**src/rtl/ccta_sched.sv**
```systemverilog
// ccta_sched
// ----------
// Two-requester scheduler in front of a single CCTA combine datapath.
// Requesters hand over an operand triple (a, b, c) plus a mode bit over a
// valid/ready handshake; a round-robin arbiter picks one, the operands are
// parked on the dp_* pins for DP_LAT cycles, dp_q is captured and returned
// to the consumer tagged with the owning requester id.
//
// Handshake rule (all three channels): a transfer happens on a rising clock
// edge where valid and ready are both high. The producer holds valid and
// its payload until that edge. The scheduler holds res_valid, res_q and
// res_id until res_ready is seen high.
//
// Ports
//   clk, rst_n                  clock, asynchronous active-low reset
//   reqN_valid/_a/_b/_c/_ctrl   requester N operation (N = 0, 1)
//   reqN_ready                  grant to requester N (IDLE only)
//   dp_a, dp_b, dp_c, dp_ctrl   operands and mode to the shared datapath
//   dp_rst                      active-high datapath reset, low only in EXEC
//   dp_q                        datapath result
//   res_valid, res_q, res_id    result channel to the consumer
//   res_ready                   consumer accepts the result
//   busy                        an operation is in EXEC or RESP
//   op_count                    completed operations, saturating at 255

module ccta_sched #(
   parameter int W      = 4,
   parameter int QW     = 5,
   parameter int DP_LAT = 1
) (
   input  logic          clk,
   input  logic          rst_n,

   input  logic          req0_valid,
   input  logic [W-1:0]  req0_a,
   input  logic [W-1:0]  req0_b,
   input  logic [W-1:0]  req0_c,
   input  logic          req0_ctrl,
   output logic          req0_ready,

   input  logic          req1_valid,
   input  logic [W-1:0]  req1_a,
   input  logic [W-1:0]  req1_b,
   input  logic [W-1:0]  req1_c,
   input  logic          req1_ctrl,
   output logic          req1_ready,

   output logic [W-1:0]  dp_a,
   output logic [W-1:0]  dp_b,
   output logic [W-1:0]  dp_c,
   output logic          dp_ctrl,
   output logic          dp_rst,
   input  logic [QW-1:0] dp_q,

   output logic          res_valid,
   output logic [QW-1:0] res_q,
   output logic          res_id,
   input  logic          res_ready,

   output logic          busy,
   output logic [7:0]    op_count
);

   typedef enum logic [1:0] {
      ST_IDLE = 2'd0,
      ST_EXEC = 2'd1,
      ST_RESP = 2'd2
   } state_t;

   localparam logic [3:0] LAT_LOAD = 4'(DP_LAT - 1);

   state_t        state_q, state_d;
   logic          last_q, last_d;
   logic [3:0]    lat_cnt_q, lat_cnt_d;
   logic [W-1:0]  dp_a_q, dp_a_d;
   logic [W-1:0]  dp_b_q, dp_b_d;
   logic [W-1:0]  dp_c_q, dp_c_d;
   logic          dp_ctrl_q, dp_ctrl_d;
   logic [QW-1:0] res_q_q, res_q_d;
   logic          res_id_q, res_id_d;
   logic [7:0]    op_count_q, op_count_d;

   logic          gnt0, gnt1;
   logic          accept;

   // Round-robin: with both requesters valid, the one that did not win
   // last time is granted. A lone valid requester always wins.
   always_comb begin
      gnt1 = req1_valid & (~req0_valid | ~last_q);
      gnt0 = req0_valid & ~gnt1;
   end

   // Grants are combinational and only exist in IDLE; rst_n gates them so
   // nothing can be accepted while reset is asserted.
   always_comb begin
      req0_ready = rst_n & (state_q == ST_IDLE) & gnt0;
      req1_ready = rst_n & (state_q == ST_IDLE) & gnt1;
      accept     = req0_ready | req1_ready;
   end

   always_comb begin
      state_d    = state_q;
      last_d     = last_q;
      lat_cnt_d  = lat_cnt_q;
      dp_a_d     = dp_a_q;
      dp_b_d     = dp_b_q;
      dp_c_d     = dp_c_q;
      dp_ctrl_d  = dp_ctrl_q;
      res_q_d    = res_q_q;
      res_id_d   = res_id_q;
      op_count_d = op_count_q;

      unique case (state_q)
         ST_IDLE: begin
            if (accept) begin
               if (gnt1) begin
                  dp_a_d    = req1_a;
                  dp_b_d    = req1_b;
                  dp_c_d    = req1_c;
                  dp_ctrl_d = req1_ctrl;
               end else begin
                  dp_a_d    = req0_a;
                  dp_b_d    = req0_b;
                  dp_c_d    = req0_c;
                  dp_ctrl_d = req0_ctrl;
               end
               res_id_d  = gnt1;
               last_d    = gnt1;
               lat_cnt_d = LAT_LOAD;
               state_d   = ST_EXEC;
            end
         end

         // lat_cnt counts down from DP_LAT-1, so EXEC spans DP_LAT cycles
         // and dp_q is captured on the edge ending the last of them.
         ST_EXEC: begin
            if (lat_cnt_q != 4'd0) begin
               lat_cnt_d = lat_cnt_q - 4'd1;
            end else begin
               res_q_d = dp_q;
               state_d = ST_RESP;
            end
         end

         ST_RESP: begin
            if (res_ready) begin
               if (op_count_q != 8'hFF) begin
                  op_count_d = op_count_q + 8'd1;
               end
               state_d = ST_IDLE;
            end
         end

         default: begin
            state_d = ST_IDLE;
         end
      endcase
   end

   always_ff @(posedge clk or negedge rst_n) begin
      if (!rst_n) begin
         state_q    <= ST_IDLE;
         last_q     <= 1'b1;
         lat_cnt_q  <= 4'd0;
         dp_a_q     <= '0;
         dp_b_q     <= '0;
         dp_c_q     <= '0;
         dp_ctrl_q  <= 1'b0;
         res_q_q    <= '0;
         res_id_q   <= 1'b0;
         op_count_q <= 8'd0;
      end else begin
         state_q    <= state_d;
         last_q     <= last_d;
         lat_cnt_q  <= lat_cnt_d;
         dp_a_q     <= dp_a_d;
         dp_b_q     <= dp_b_d;
         dp_c_q     <= dp_c_d;
         dp_ctrl_q  <= dp_ctrl_d;
         res_q_q    <= res_q_d;
         res_id_q   <= res_id_d;
         op_count_q <= op_count_d;
      end
   end

   // Status outputs decode straight from the state register, so an async
   // reset clears res_valid/busy and raises dp_rst without waiting a clock.
   always_comb begin
      dp_a      = dp_a_q;
      dp_b      = dp_b_q;
      dp_c      = dp_c_q;
      dp_ctrl   = dp_ctrl_q;
      dp_rst    = (state_q != ST_EXEC);
      res_valid = (state_q == ST_RESP);
      res_q     = res_q_q;
      res_id    = res_id_q;
      busy      = (state_q != ST_IDLE);
      op_count  = op_count_q;
   end

endmodule

```
**config.mk**
```make
export PLATFORM = sky130hd
export DESIGN_NAME = ccta_sched
export DESIGN_NICKNAME = d
export VERILOG_FILES = /design/src/rtl/ccta_sched.sv
export SDC_FILE = /design/constraint.sdc
export NUM_CORES = 1
export LEC_CHECK = 0
export BUFFER_PORTS_ARGS = -buffer_cell sky130_fd_sc_hd__buf_4
export CAP_MARGIN = 20
export CELL_PAD_IN_SITES_DETAIL_PLACEMENT = 0
export CELL_PAD_IN_SITES_GLOBAL_PLACEMENT = 1
export CORE_UTILIZATION = 37
export CTS_CLUSTER_SIZE = 10
export DETAILED_ROUTE_END_ITERATION = 6
export GPL_TIMING_DRIVEN = 0
export PLACE_DENSITY = 0.78
export SETUP_SLACK_MARGIN = 0.02
export SLEW_MARGIN = 20
export SYNTH_ARGS = -nofsm -noshare
export SYNTH_HDL_FRONTEND = slang
export SYNTH_SLANG_ARGS = --single-unit
```
**constraint.sdc**
```tcl
create_clock -name clk -period 2.19 [get_ports clk]
set_input_delay 0.438 -clock clk [delete_from_list [all_inputs] [get_ports clk]]
set_output_delay 0.438 -clock clk [all_outputs]
set_load 0.005 [all_outputs]
```
==> metrics.md <==
| Metric | Value |
|---|---|
| Data required, critical path | 1.75 ns |
| Most area-consuming cells after synthesis | sky130_fd_sc_hd__dfrtp_1 49%, sky130_fd_sc_hd__mux2_2 15%, sky130_fd_sc_hd__mux2_4 8.8% |
| Async set or reset register ratio after synthesis | 100.0% |
| Unrepaired setup endpoints after global routing | no |
| Maximum number of pins on one net before global-route repair | 37 |
| Post-route DRC violation count | 0 |
| Via count of the first global-routing pass | 1368 |
| Initial core utilization | 38.81% |
| Final weighted congestion in routability-driven placement | 0.7626 |
| Number of top-level pins | slightly below 70 |
| Number of violations reported at the end of detailed-routing iteration 0 | 84 |
| Layout Area Growth over Synthesis | 39.63% |
| Antenna fix cells | 0 |
| Half-perimeter wire length of the detailed placement result | 2.830 mm |
| Top-count cell post-synth | sky130_fd_sc_hd__dfrtp_1 |
| CP arrival | around 1.6 ns |
| Power density relative to cell area | 1222 nW/um2 |
| Critical path capture point type | primary output |
| Maximum fanout along the worst path | 36 |
| Part of the cycle the worst path needs | 92.61% |
| Setup violations, final | 0 |
| Result of the run | complete, no violations |
| End point of the critical path | req0_ready |
| Min-delay worst type | in2async |
| Total clock buffers created by CTS | 5 |
| Slew Viols, Final | 0 |
| Clock sink count | 34 |
| Clock latency at the later pin of the worst-skew pair | about 0.28 ns |
| Commonest cells post-synth | 33 x sky130_fd_sc_hd__dfrtp_1, 23 x sky130_fd_sc_hd__mux2_2, 10 x sky130_fd_sc_hd__mux2_4 |
| Clock network power share | 19.1% |
| Worst-case register-to-register setup slack | about 0.47 ns |
| Slowest stage delay, CP | 0.42 ns |
| Number of H-tree branching levels | 2 |
| Non-filler instance count after layout | 257 |
| Number of resized instances in the post-cts repair step | 0 |
| Layout cell share with drive strength beyond 1 | between 50% and 60% |
| Cell family contributing the most delay on the critical path | simple AND/OR/NAND/NOR gates |
| Logic gate share of total power | 43.4% |
| Number of antenna violations at the first check in global routing | 0 |
| Syn_area_per_cell | 13.09 um2 |
| Top cell type by total area after synthesis | sky130_fd_sc_hd__dfrtp_1 |
| Std-Cell Core Area | 4384 um2 |
| Cell depth of the worst flop-to-flop path | 5 |
| Slowest CP cell | sky130_fd_sc_hd__nor3b_1 |
| Number of distinct library cells after synthesis | 39 |
| First-pass GRT wire length | roughly 6.3 mm |
| Leak Pwr | 1.163 nW |
| GRT Residual Overflow | 0 |
| Yosys top cell area share | 48.53% |
| Floorplan row count | 24 |
| Seq pwr share | between 30 and 40% |
| Sequential element share of the synthesized area | between 50% and 60% |
| Most instantiated flip-flop cell in the synthesis netlist | sky130_fd_sc_hd__dfrtp_1 |
| Number of buffers between clock root and the deepest sink | 2 |
| CTS tree | yes |
| Final hold viol count | 0 |
| Transition at the pin with the smallest max-transition slack | 0.4377 ns |
| Setup TNS | 0 ns |
| Antenna violation net count after detailed routing | 0 |
| Clock-pin slew reported for the worst setup and hold paths after clock tree synthesis | 0.07 ns |
| Routed wire length | 3.753 mm |
| Pre-antenna DRT Iters | 4 |
| Post-CTS Repair Setup Buffers | 0 |
| Clock root cell | sky130_fd_sc_hd__clkbuf_8 |
| Die outline width | about 70 um |
| Total instance count after detailed placement | around 250 |
| Pint | 0.002033 W |
| Crit start category | input pin |
| CTS Hold Bufs | 0 |
| Worst path buffer plus inverter count | 2 |
| Worst IR drop on VDD | 0.5849 mV |
| Number of I/O port buffers | 67 |
| Endpoint of the worst register-to-register path | res_q[3]$_DFFE_PN0P_ |
| Floorplan die height | approximately 70 um |
| Number of synthesized flops with an enable pin | 0 |
| GRT Overall Usage | approximately 16% |
| Hold Slack | 0.08806 ns |
| Warnings, synthesis | 0 |
| Cell count along the critical path | 5 |
| Drt wl/cell | around 15 um |
| Number of register bits inferred by synthesis | 34 |
| Remaining max-slew budget at the tightest pin | 70.82% |
| Reg-to-reg startpoint | lat_cnt_q[0]$_DFFE_PN0P_ |
| Number of maximum-capacitance constraint violations | 0 |
| DR vias/cell | 5.109 |
| Synthesized instance count | 130 |
| Setup crit start | rst_n |
| Cell-by-cell trace of the critical path | buf_4, nor3b_1, nand2_1, nor2_1, buf_4 |
| Area of the die | 4874 um2 |
| Shortest period the worst path allows | 2.028 ns |
| Worst-case clock skew | a little over 0.01 ns |
| Net switching power | about 0.00087 W |
| Setup CP Type | in2out |
| Post-synthesis instance area | around 1700 um2 |
| Maximum operating frequency | ~0.5 GHz |
| Net switching share of the total power | ~30% |
| Total vias in the final route | between 1000 and 1500 |
| Most numerous cell on the critical path | sky130_fd_sc_hd__buf_4 |
| Post-synthesis net count | about 170 |
| Number of nets in the finished design | 243 |
==> area by class of cell <==
| class | count | area [um2] |
|---|---|---|
| timing repair buffer | 67 | 503.0 |
| clock inverter | 1 | 30.03 |
| buffer | 2 | 25.02 |
| inverter | 4 | 15.01 |
| sequential | 34 | 852.1 |
| tap | 52 | 65.06 |
| fill | 376 | 2008 |
| multi-input combinational | 90 | 809.5 |
| clock buffer | 7 | 76.32 |
==> power by group through the flow <==
stage | Combinational, W | Sequential (W) | Clock [W]
after floorplan | 0.000702 | 0.00108 | 0
after global placement | 0.00123 | 0.00108 | 0
after detailed placement | 0.00127 | 0.00110 | 0
after CTS | 0.00127 | 0.00109 | 0.000569
after global routing | 0.00136 | 0.00113 | 0.000603
final | 0.00126 | 0.00109 | 0.000555
==> stage by stage <==
stage / setup WS (ns) / area (um2) / utilization, % / total power [W]
final: 0.1619 / 2376 / 54.20 / 0.002904
after global routing: 0.04473 / 2376 / 54.20 / 0.003092
after CTS: 0.1163 / 2376 / 54.20 / 0.002933
after detailed placement: 0.05448 / 2270 / 51.77 / 0.002370
after global placement: 0.08661 / 2270 / 51.77 / 0.002307
after floorplan: 0.5458 / 1702 / - / 0.001786
==> cell families after synthesis <==
family / share of synthesized area, %
compound gates: 6.618
xor+xnor: 2.059
fa+ha+maj: 2.206
buf+inv: 2.352
flops: 50.07
mux: 25.22
simple gates: 11.47
==> cell usage in the layout (no fill, tap or decap), drive strengths merged, types with 3 or more instances in the layout <==
cell type | netlist | final
buf | 2 | 69
dfrtp | 33 | 33
mux2 | 33 | 33
clkbuf | 0 | 7
nand3 | 6 | 6
o21ai | 5 | 5
inv | 4 | 4
nand2 | 4 | 4
xor2 | 3 | 3
ha | 3 | 3
nor2 | 3 | 3
==> per-layer routing <==
layer,track usage [%],vias up,part of all wire [%]
li1,-,623,-
met3,5.523,6,4.7
met4,5.556,0,1.4
met5,0,-,0
met2,29.17,36,54
met1,18.11,648,40
==> registers in the layout (all words and copies together), names as in the netlist <==
| signal | flops |
|---|---|
| res_q | 5 |
| dp_b | 4 |
| dp_a | 4 |
| state_q | 2 |
| lat_cnt_q | 4 |
| dp_c | 4 |
| op_count | 8 |
| res_id | 1 |
| dp_ctrl | 1 |
| last_q | 1 |
==> worst min path at each step <==
stage,endpoint
3_5_place_dp,op_count[5]$_DFFE_PN0P_
6_report,op_count[0]$_DFFE_PN0P_
2_1_floorplan,dp_a[0]$_DFFE_PN0P_
4_1_cts,op_count[0]$_DFFE_PN0P_
5_1_grt,op_count[2]$_DFFE_PN0P_
3_3_place_gp,op_count[0]$_DFFE_PN0P_
Note: power is estimated with default switching activity, not from simulation.
